## src/rtl/timer_pkg.sv

```systemverilog
// Shared constants for the multi-channel timer: register map, CFG bit
// positions and the channel-count ceiling.
package timer_pkg;

    localparam int MAX_CH = 8;

    localparam logic [7:0] ADDR_CTRL   = 8'h00;
    localparam logic [7:0] ADDR_IE     = 8'h04;
    localparam logic [7:0] ADDR_IP     = 8'h08;
    localparam logic [7:0] ADDR_IRQ_ID = 8'h0C;

    localparam logic [7:0] CH_BASE   = 8'h10;
    localparam logic [7:0] CH_STRIDE = 8'h10;
    localparam logic [7:0] OFF_CFG   = 8'h00;
    localparam logic [7:0] OFF_COUNT = 8'h04;
    localparam logic [7:0] OFF_CMP   = 8'h08;

    localparam int CFG_EN_BIT  = 0;
    localparam int CFG_PER_BIT = 1;

    // Word-aligned byte address of register `off` inside channel `ch`.
    function automatic logic [7:0] ch_addr(input int ch, input logic [7:0] off);
        return 8'(int'(CH_BASE) + int'(CH_STRIDE) * ch + int'(off));
    endfunction

endpackage

```

## src/rtl/timer_channel.sv

```systemverilog
// One timer channel: COUNT/CMP/EN/PERIODIC state, advancing on prescaler ticks
// and emitting a one-cycle match pulse when COUNT equals CMP.
module timer_channel
    import timer_pkg::*;
#(
    parameter int WIDTH = 32
) (
    input  logic             clk,
    input  logic             rst,
    input  logic             tick,
    input  logic             cfg_we,
    input  logic             count_we,
    input  logic             cmp_we,
    input  logic [WIDTH-1:0] wdata,
    output logic             match,
    output logic [WIDTH-1:0] count,
    output logic [WIDTH-1:0] cmp,
    output logic             en,
    output logic             periodic
);

    logic active;

    // A software write to COUNT or CFG owns the channel for this cycle.
    assign active = tick && en && !cfg_we && !count_we;
    assign match  = active && (count == cmp);

    // NOTE: non-blocking assignments so every register updates from pre-edge values.
    always_ff @(posedge clk or negedge rst) begin
        if (!rst) begin
            count    <= '0;
            cmp      <= '0;
            en       <= 1'b0;
            periodic <= 1'b0;
        end else begin
            if (count_we) begin
                count <= wdata;
            end else if (match) begin
                count <= '0;
            end else if (active) begin
                count <= count + WIDTH'(1);
            end

            if (cmp_we) begin
                cmp <= wdata;
            end

            if (cfg_we) begin
                en       <= wdata[CFG_EN_BIT];
                periodic <= wdata[CFG_PER_BIT];
            end else if (match && !periodic) begin
                en <= 1'b0;
            end
        end
    end

endmodule

```

## src/rtl/timer_multi.sv

```systemverilog
// Multi-channel timer: shared prescaler, NUM_CH compare channels, IE/IP with
// write-one-to-clear, memory-mapped register port and lowest-index IRQ encoder.
module timer_multi
    import timer_pkg::*;
#(
    parameter int WIDTH  = 32,
    parameter int NUM_CH = 4,
    parameter int PRE_W  = 8
) (
    input  logic        clk,
    input  logic        rst,
    input  logic [7:0]  addr,
    input  logic [31:0] wdata,
    input  logic        wr_en,
    input  logic        rd_en,
    output logic [31:0] rdata,
    output logic        irq,
    output logic [2:0]  irq_id
);

    logic [7:0]        word;
    logic              unused_bits;
    logic              gen;
    logic [PRE_W-1:0]  prescale;
    logic [PRE_W-1:0]  pre_cnt;
    logic              tick;
    logic [NUM_CH-1:0] ie;
    logic [NUM_CH-1:0] ip;
    logic [NUM_CH-1:0] ip_clr;
    logic [NUM_CH-1:0] pend;
    logic [NUM_CH-1:0] match_vec;
    logic [NUM_CH-1:0] en_q;
    logic [NUM_CH-1:0] per_q;
    logic [WIDTH-1:0]  count_q [NUM_CH];
    logic [WIDTH-1:0]  cmp_q   [NUM_CH];

    assign word        = {addr[7:2], 2'b00};
    assign unused_bits = ^{addr[1:0], wdata};

    assign tick   = gen && (pre_cnt == prescale);
    assign ip_clr = (wr_en && word == ADDR_IP) ? wdata[NUM_CH-1:0] : '0;
    assign pend   = ip & ie;
    assign irq    = |pend;

    always_ff @(posedge clk or negedge rst) begin
        if (!rst) begin
            gen      <= 1'b0;
            prescale <= '0;
            pre_cnt  <= '0;
            ie       <= '0;
            ip       <= '0;
        end else begin
            if (!gen || pre_cnt == prescale) begin
                pre_cnt <= '0;
            end else begin
                pre_cnt <= pre_cnt + PRE_W'(1);
            end

            if (wr_en && word == ADDR_CTRL) begin
                gen      <= wdata[0];
                prescale <= wdata[8 +: PRE_W];
            end

            if (wr_en && word == ADDR_IE) begin
                ie <= wdata[NUM_CH-1:0];
            end

            // A hardware set on the same edge as a software clear wins.
            ip <= (ip & ~ip_clr) | match_vec;
        end
    end

    for (genvar n = 0; n < NUM_CH; n++) begin : g_ch
        timer_channel #(
            .WIDTH (WIDTH)
        ) u_ch (
            .clk      (clk),
            .rst      (rst),
            .tick     (tick),
            .cfg_we   (wr_en && word == ch_addr(n, OFF_CFG)),
            .count_we (wr_en && word == ch_addr(n, OFF_COUNT)),
            .cmp_we   (wr_en && word == ch_addr(n, OFF_CMP)),
            .wdata    (wdata[WIDTH-1:0]),
            .match    (match_vec[n]),
            .count    (count_q[n]),
            .cmp      (cmp_q[n]),
            .en       (en_q[n]),
            .periodic (per_q[n])
        );
    end

    always_comb begin
        irq_id = '0;
        for (int i = NUM_CH - 1; i >= 0; i--) begin
            if (pend[i]) begin
                irq_id = 3'(i);
            end
        end
    end

    // NOTE: rdata gets its default first so no path through this block infers a latch.
    always_comb begin
        rdata = '0;
        if (rd_en) begin
            if (word == ADDR_CTRL) begin
                rdata[0]          = gen;
                rdata[8 +: PRE_W] = prescale;
            end else if (word == ADDR_IE) begin
                rdata[NUM_CH-1:0] = ie;
            end else if (word == ADDR_IP) begin
                rdata[NUM_CH-1:0] = ip;
            end else if (word == ADDR_IRQ_ID) begin
                rdata[2:0] = irq_id;
            end
            for (int i = 0; i < NUM_CH; i++) begin
                if (word == ch_addr(i, OFF_CFG)) begin
                    rdata[CFG_EN_BIT]  = en_q[i];
                    rdata[CFG_PER_BIT] = per_q[i];
                end else if (word == ch_addr(i, OFF_COUNT)) begin
                    rdata[WIDTH-1:0] = count_q[i];
                end else if (word == ch_addr(i, OFF_CMP)) begin
                    rdata[WIDTH-1:0] = cmp_q[i];
                end
            end
        end
    end

endmodule

```

## config.mk

```make
export PLATFORM = sky130hd
export DESIGN_NAME = timer_multi
export DESIGN_NICKNAME = d
export VERILOG_FILES = /design/src/rtl/timer_pkg.sv /design/src/rtl/timer_channel.sv /design/src/rtl/timer_multi.sv
export SDC_FILE = /design/constraint.sdc
export NUM_CORES = 1
export LEC_CHECK = 0
export BUFFER_PORTS_ARGS = -buffer_cell sky130_fd_sc_hd__buf_2
export CAP_MARGIN = 20
export CORE_UTILIZATION = 55
export CTS_CLUSTER_SIZE = 28
export DETAILED_ROUTE_END_ITERATION = 8
export PLACE_DENSITY_LB_ADDON = 0.3
export REMOVE_ABC_BUFFERS = 1
export SYNTH_ARGS = -nofsm -noshare
export SYNTH_HDL_FRONTEND = slang
export SYNTH_HIERARCHICAL = 1
export SYNTH_SLANG_ARGS = --single-unit
export TNS_END_PERCENT = 30
```

## constraint.sdc

```tcl
create_clock -name clk -period 2.9 [get_ports clk]
set_clock_uncertainty 0.05 [all_clocks]
set_input_delay 0.145 -clock clk [delete_from_list [all_inputs] [get_ports clk]]
set_output_delay 0.145 -clock clk [all_outputs]
set_load 0.005 [all_outputs]
```

### Yosys cells after proc, flatten, opt, wreduce, memory -nomap -nowiden

Index checks and enable logic that the tools add are counted.
Widths: inputs -> output; s select.

| cells by class | value |
|---|---|
| add/subtract/negate cells | 5 |
| multipliers | 0 |
| div/mod/pow operators | 0 |
| order comparisons | 0 |
| eq/ne operators | 20 |
| shifts and indexed selects | 0 |
| mux-type cells | 58 |
| bitwise logic cells | 4 |
| reduce and logical (&&, ||, !) cells | 60 |

Operator list:

| kind | count |
|---|---|
| $mux 32 | 25 |
| $mux 30 | 6 |
| $add 32x1->32 const B | 4 |
| $eq 32x32->1 | 4 |
| $eq 6x4->1 const B | 6 |
| $logic_and 1x1->1 | 36 |
| $mux 8 | 3 |
| $mux 3 | 7 |
| $eq 6x3->1 const B | 3 |
| $eq 6x5->1 const B | 3 |
| $logic_not 1->1 | 13 |
| $eq 6x2->1 const B | 2 |
| $reduce_bool 3->1 | 4 |
| $mux 1 | 10 |
| $mux 2 | 5 |
| $add 8x1->8 const B | 1 |
| $and 4x4->4 | 2 |
| $eq 8x8->1 | 1 |
| $logic_not 8->1 | 1 |
| $mux 4 | 2 |
| $reduce_bool 2->1 | 4 |
| $eq 6x1->1 const B | 1 |
| $not 4->4 | 1 |
| $or 4x4->4 | 1 |
| other kinds (2) | 2 |

| word-level totals | value |
|---|---|
| register bits | 289 |
| latch bits | 0 |
| memory bits (writable) | 0 |
| memory bits (read-only) | 0 |
| bits of input ports | 44 |
| output and inout bits | 36 |
| logic and storage cells | 168 |
| memories kept | 0 |

### Depth between registers and ports, before layout

Gate-level depths: netlist of run 1.

| depth | value |
|---|---|
| word-level depth | 29 |
| mapped depth | 10 |
| depth with buffers taken out | 8 |

### Cells and area by module

Netlist of run 1, hierarchy kept.

By module, submodules not included:

| module | instances | cells each | area each (um2) | seq. area each (um2) |
|---|---|---|---|---|
| timer_channel | 4 | 395 | 3814.9 | 1651.6 |
| timer_multi | 1 | 408 | 3358.2 | 625.6 |

### Worst setup path after synthesis of run 1

OpenSTA, ideal clock, no wires.

| timing path | value |
|---|---|
| path kind | input -> register |
| start | input port addr[7] |
| end | register g_ch[3].u_ch.count[7] |
| library setup time | 0.080 ns |
| arrival | 2.190 ns |
| required time | 2.770 ns |
| setup slack | 0.580 ns |
| cell stages on the path | 9 |
| buffers on the path | 4 |
| cell sequence | buf_4 -> or4b_1 -> buf_2 -> nor2_1 -> nand3b_2 -> clkbuf_1 -> clkbuf_1 -> o21ai_0 -> a2bb2oi_1 |

| on the way | value |
|---|---|
| cells in the longest elaborated chain, start to end | 8 |
| elaborated cells between the ends (all ways) | 12 |
| classes of those cells | 2 x eq/ne; 2 x mux; 8 x reduce/logical |

Ends and longest elaborated chain:

| what | RTL line | source |
|---|---|---|
| start, declared | timer_multi.sv:12 | `input logic [7:0] addr,` |
| $eq 6x5->1 | timer_multi.sv:80 | `.cfg_we (wr_en && word == ch_addr(n, OFF_CFG)),` |
| $logic_and 1x1->1 | timer_multi.sv:80 |  |
| $logic_not 1->1 | timer_channel.sv:25 | `assign active = tick && en && !cfg_we && !count_we;` |
| $logic_and 1x1->1 (2 in series) | timer_channel.sv:25 |  |
| $logic_and 1x1->1 | timer_channel.sv:26 | `assign match = active && (count == cmp);` |
| $mux 32 | timer_channel.sv:38 | `end else if (match) begin` |
| $mux 32 | timer_channel.sv:36 | `if (count_we) begin` |
| end signal, assigned | timer_channel.sv:37 | `count <= wdata;` |
| end signal, assigned | timer_channel.sv:41 | `count <= count + WIDTH'(1);` |
| end, declared | timer_channel.sv:16 | `output logic [WIDTH-1:0] count,` |

Parallel ways exist; a longest one is shown, timed or not.
A chain may end at the register's enable or synchronous reset.

### Worst setup path after layout of run 1

| timing path | value |
|---|---|
| start | register prescale[4] |
| end | register g_ch[3].u_ch.count[18] |

| on the way | value |
|---|---|
| cells in the longest elaborated chain, start to end | 8 |
| elaborated cells between the ends (all ways) | 9 |
| classes of those cells | 1 x eq/ne; 2 x mux; 6 x reduce/logical |

Ends and longest elaborated chain:

| what | RTL line | source |
|---|---|---|
| start, declared | timer_multi.sv:24 | `logic [PRE_W-1:0] prescale;` |
| start signal, assigned | timer_multi.sv:61 | `prescale <= wdata[8 +: PRE_W];` |
| $eq 8x8->1 (*) | timer_multi.sv:40 | `assign tick = gen && (pre_cnt == prescale);` |
| $logic_and 1x1->1 (*) | timer_multi.sv:40 |  |
| net tick | timer_multi.sv:26 | `logic tick;` |
| $logic_and 1x1->1 (*) (3 in series) | timer_channel.sv:25 |  |
| $logic_and 1x1->1 | timer_channel.sv:26 |  |
| $mux 32 | timer_channel.sv:38 |  |
| $mux 32 | timer_channel.sv:36 |  |

The timed path passes the listed nets; every way through them passes the cells marked *.

==> run metrics, run 1 <==
status finished, final reports clean; # fillers 2664; WS Path Type reg -> reg; HPWL after DPL 49500 µm; WL per Instance 26.5 µm; EDFF count, synth 0; Worst-path clk slew 0.06 ns; FP Rows 67; LEAKAGE 0.00862 µW; H-tree depth 2; Avg Inst Size Synth 9.37 µm²; most frequent cells in the layout dfrtp_1 (289), nand2_1 (169), a21oi_1 (152); Placed Cells 2507; vias in the first global route 17200; max cap viols 0; IO buf count 76; IO Pins 80; pin count of the biggest net entering global routing 63; final hold vios 0; Worst path max stage delay 0.43 ns; # setup viols final 0; Post-DP Area 20000 µm²; Initial Utilization 55.7%; Synthesis Warnings 6; Critical Path Sink Type register; CORE AREA 33400 µm²; total gr overflow 0; pre-CTS setup slack 0.273 ns; slowest cell on the critical path dfrtp_1; Worst Path Arrival 3.09 ns; Yosys cell types 76; Synth Instances 1988; final instance area 21400 µm²; commonest non-fill, non-tap cell in the layout dfrtp_1; critical path's top delay family simple AND/OR/NAND/NOR gates; class of the worst hold path in -> reg; Layout area overhead 15.0%; CP Launch Type register; FFs w/ async S/R, synth 100%; Die Span X 186 µm; TritonCTS clock tree done; Antenna Cells 0; Pwr per Cell Area 544 nW/µm²; First DRT Iteration DRCs 2181; met2 WL post-DR 30600 µm; PostCTS Resize Cnt 0; final critical-path required period 2.74 ns; Total Wirelength 68500 µm; worst skew pair latency 0.53 ns; Root Driver clkbuf_16; proportion of layout cells with a drive suffix above 1 22.9%; Total GRT Usage 39.9%; Tcrit/Tclk final 94.6%; worst path required time 3.25 ns; Slew Limit Fails 0; initial antenna violation count 3; Crit Path Max Fanout 12; Cell Count, Final, Fillers Out 2587; die footprint 34600 µm²; CP cell instances xor2_1 > nor4_1 > and3_1 > buf_4 > nand3b_2 > buf_4 > buf_4 > a221oi_1 > a21oi_1; nets@finish 2163; Rel. slew slack 27.6%; antenna viol nets, final 0; # hold bufs at CTS 18; GP Congestion 1.01; cell repeated most along the worst path buf_4; CP bufs+invs 3; Pre-antenna DRT Iters 6; register bit total from synthesis 289; Vias 18100; wl on met1 25700 µm; register area share after synthesis 38.8%; vias per std cell 7.00; global-route wire length before repair 103000 µm; # clock sinks 289; Clock Path Buffers 3; unrepaired setup endpoints after global routing no; Worst IR Drop VDD 387 µV; met3 WL post-DR 7950 µm; worst setup margin 0.157 ns; synthesized area 18600 µm²; Die Ht 186 µm; top sig layer met5; Most used DFF post-synth dfrtp_1; TritonCTS buffer count 35; Least-Margin Pin Slew 1.09 ns; Setup Buffers After CTS 0; Sum Neg Setup Slack 0 ns; DRC viols 0; FMAX 365 MHz
[metrics by stage]
step | hold slack (ns) | total power [µW] | utilization, %
floorplan | -0.201 | 6100 | -
global placement | 0.0942 | 6960 | 59.9
detailed placement | 0.0896 | 7030 | 59.9
CTS | 0.00496 | 11600 | 64.0
global route | 0.0241 | 12000 | 64.0
finish | 0.0166 | 11600 | 64.0
[metal layers]
metal,vias up,GRT usage [%]
met5,-,0
met4,4,22.4
met3,272,9.18
met2,1215,61.6
met1,8837,51.6
li1,7780,-
[cell type report]
cell class | count | area (µm²) | area share (%)
Sequential cell | 289 | 7230 | 33.8
Clock inverter | 11 | 110 | 0.514
Timing Repair Buffer | 220 | 1620 | 7.55
Multi-Input combinational cell | 1514 | 10600 | 49.5
Inverter | 54 | 203 | 0.947
Clock buffer | 51 | 1080 | 5.04
Tap cell | 448 | 561 | 2.62
[synth_stat cells, drive strengths merged (2+ instances only)]
library cell	n	area, µm²
o21ai	83	415
dfrtp	289	7230
mux2i	2	20.0
nor3	54	270
or4b	3	37.5
buf	57	308
nand2	173	659
a222oi	5	50.1
nor2b	12	75.1
o21a	4	30.0
xor2	11	96.3
a21oi	156	796
a2bb2oi	36	340
a31oi	32	200
nand3b	5	52.6
xnor2	131	1150
o31ai	4	30.0
nor2	86	377
a22o	10	87.6
nand3	65	325
o22ai	22	138
inv	54	203
mux2	146	1640
a221oi	8	70.1
or3	8	50.1
a2111oi	4	35.0
and3	36	230
o221ai	11	96.3
o211ai	9	67.6
a32oi	29	254
ha	5	62.6
and2	10	62.6
a41oi	20	198
nor4b	7	136
a211oi	17	133
and4	8	70.1
a31o	10	87.6
a21o	10	75.1
o41ai	5	43.8
nand2b	10	62.6
a22oi	124	931
nand4	72	536
nor4	41	392
or2	20	125
clkbuf	74	282
[sequential cells by signal, indices dropped and copies added (netlist names)]
register            cells
g_ch.u_ch/periodic      4
ip                      4
ie                      4
prescale                8
g_ch.u_ch/cmp         128
g_ch.u_ch/count       128
g_ch.u_ch/en            4
pre_cnt                 8
gen                     1
[worst register-to-register path, stage by stage, from the launching register on]
cell and delay [ns]:
dfrtp_1 0.43, xor2_1 0.18, nor4_1 0.43, and3_1 0.22, buf_4 0.17, nand3b_2 0.27
buf_4 0.28, buf_4 0.18, a221oi_1 0.34, a21oi_1 0.07
[path summary, 6_finish.rpt]
kind	slack [ns]	startpoint	to	depth (start not counted)
max in group asynchronous	1.81	rst	g_ch[1].u_ch/count[29]	3
worst min register to register	0.49	ip[2]	ip[2]	1
min in group asynchronous	0.14	rst	g_ch[0].u_ch/count[11]	2
worst max register to register	0.16	prescale[4]	g_ch[3].u_ch/count[18]	9
worst max-delay path	0.16	prescale[4]	g_ch[3].u_ch/count[18]	9
worst min-delay path	0.02	wdata[1]	g_ch[3].u_ch/count[1]	3
[cell families (layout without fill, tap and decap cells)]
| logic type | count (synthesis) | after routing | synth area share, % |
|---|---|---|---|
| buf+inv | 185 | 336 | 4.25 |
| simple gates | 613 | 613 | 18.7 |
| mux | 148 | 148 | 8.94 |
| other cells | 1 | 1 | 0.0201 |
| flops | 289 | 289 | 38.8 |
| fa+ha+maj | 5 | 5 | 0.336 |
| xor+xnor | 142 | 142 | 6.68 |
| compound gates | 605 | 605 | 22.2 |
[where the power goes]
group	total, µW	switching (µW)	internal [µW]
registers	5140	653	4490
logic	1920	1060	859
clock network	4570	1820	2750
No activity file was read; power rests on OpenSTA's default activity.
==> run 2: changes to the inputs <==
==> constraint.sdc (replaced) <==
create_clock -name clk -period 2.9 [get_ports clk]
set_clock_uncertainty 0.05 [all_clocks]
set_input_delay 0.725 -clock clk [delete_from_list [all_inputs] [get_ports clk]]
set_output_delay 0.725 -clock clk [all_outputs]
set_load 0.005 [all_outputs]
==> run 2 against run 1 <==
The flow now finishes with violations (negative setup slack). Global-route usage increased by 1.6 points. Critical endpoint is now rdata[6]. Total power increased by 2.0%. Register-to-register slack worse by 0.08 ns. Count of clock-buffer cells in the layout grew 2. Fmax down 18%.
==> run metrics, run 2 (synthesis results as in run 1) <==
Least-Margin Pin Slew 0.613 ns; worst skew pair latency 0.54 ns; FF-to-FF Start prescale[4]; FMAX 300 MHz; Initial Utilization 55.7%; Die Ht 186 µm; Worst IR Drop VDD 470 µV; proportion of layout cells with a drive suffix above 1 28.1%; WS Path Type in -> out; Total Wirelength 71700 µm; # setup viols final 32; Worst Setup SP addr[6]; final critical-path required period 3.34 ns; Clock Path Buffers 3; violated checks negative setup slack; # hold bufs at CTS 0; pre-CTS setup slack -0.512 ns; final hold vios 0; total gr overflow 0; Root Driver clkbuf_16; DRC viols 0; Tcrit/Tclk final 115%; Pre-antenna DRT Iters 6; HPWL after DPL 52900 µm; TritonCTS buffer count 37; Die Span X 186 µm; Slew Limit Fails 0; vias in the first global route 17300; global-route wire length before repair 107000 µm; First DRT Iteration DRCs 2197; LEAKAGE 0.00912 µW; # fillers 2619; Pwr per Cell Area 527 nW/µm²; TritonCTS clock tree done; cells on worst reg2reg path 9; Cell Count, Final, Fillers Out 2658; most frequent cells in the layout dfrtp_1 (289), buf_4 (178), nand2_1 (167); FP Rows 67; Crit Path Max Fanout 11; largest registers g_ch.u_ch/cmp (128), g_ch.u_ch/count (128); max cap viols 0; CORE AREA 33400 µm²; Placed Cells 2590; final instance area 22500 µm²; Layout area overhead 21.1%; Sum Neg Setup Slack -11.23 ns; commonest non-fill, non-tap cell in the layout dfrtp_1; class of the worst hold path in -> async; initial antenna violation count 0; Total GRT Usage 41.6%; Antenna Cells 0; WL per Instance 27.0 µm; Worst Path Arrival 2.56 ns; unrepaired setup endpoints after global routing yes; Worst-path clk slew 0.06 ns; Vias 18300; H-tree depth 2; Rel. slew slack 58.8%; CP Launch Type input pin; antenna viol nets, final 0; status finished, violations left; IO Pins 80; worst setup margin -0.438 ns; nets@finish 2235; GP Congestion 1.04; Post-DP Area 20900 µm²; Critical Path Sink Type output port; die footprint 34600 µm²; pin count of the biggest net entering global routing 69; IO buf count 76; vias per std cell 6.90; # clock sinks 289; worst path required time 2.12 ns
==> run 2: changes by cell type in the layout (fill, tap and decap cells not counted), sizes merged <==
| cell | previous run | this run |
|---|---|---|
| dlygate4sd3 | 18 | 0 |
| inv | 54 | 56 |
| clkdlybuf4s15 | 0 | 1 |
| clkinv | 7 | 5 |
| clkbuf | 51 | 53 |
| bufinv | 2 | 3 |
| clkinvlp | 2 | 0 |
| buf | 202 | 289 |
==> run 2: metrics by stage <==
| stage | hold WS, ns | power (µW) | utilization [%] |
|---|---|---|---|
| after floorplan | 0.379 | 6100 | - |
| after global placement | 0.458 | 7040 | 62.5 |
| after detailed placement | 0.468 | 7110 | 62.5 |
| after CTS | 0.106 | 11800 | 66.9 |
| after global routing | 0.136 | 12200 | 67.4 |
| final | 0.101 | 11900 | 67.4 |
==> run 2: per-layer routing <==
| metal | routed length (µm) | global-route usage [%] |
|---|---|---|
| met1 | 27200 | 54.3 |
| met5 | 0 | 0 |
| met4 | 4140 | 21.7 |
| met2 | 32600 | 65.4 |
| met3 | 7700 | 7.88 |
==> run 2: worst paths after layout <==
kind | end | slack (ns)
min in group clk | pre_cnt[0] | 0.48
max in group asynchronous | g_ch[3].u_ch/count[31] | 1.91
min reg2reg | pre_cnt[0] | 0.48
max reg2reg | g_ch[3].u_ch/count[13] | 0.08
max | rdata[6] | -0.44
min | g_ch[1].u_ch/count[1] | 0.10
==> run 2: cell type report <==
cell class | count | area [µm²] | share of cell area, %
Tap cell | 448 | 561 | 2.49
Multi-Input combinational cell | 1514 | 10900 | 48.3
Timing Repair Buffer | 290 | 2440 | 10.8
Clock buffer | 53 | 1090 | 4.83
Sequential cell | 289 | 7230 | 32.1
Inverter | 54 | 203 | 0.899
Clock inverter | 10 | 133 | 0.588
==> run 2: critical path: stages <==
cell	delay [ns]
buf_2	0.13
buf_6	0.13
or4b_1	0.46
buf_6	0.17
nor2_4	0.12
buf_12	0.15
a22oi_1	0.15
a41oi_1	0.25
buf_4	0.16
buf_2	0.11
==> run 2: where the power goes <==
group          switching [µW]  internal, µW  total [µW]
clock network            1840          2870        4710
registers                 724          4490        5210
logic                    1060           888        1950
==> run 2: timing repair <==
| item | CTS | global route |
|---|---|---|
| gates resized for setup | 50 | 25 |
| endpoints found under the hold margin | 0 | 0 |
| gates cloned | 0 | 1 |
| pin swaps | 21 | 9 |
| endpoints found under the setup margin | 32 | 46 |
| buffers inserted | 1 | 3 |
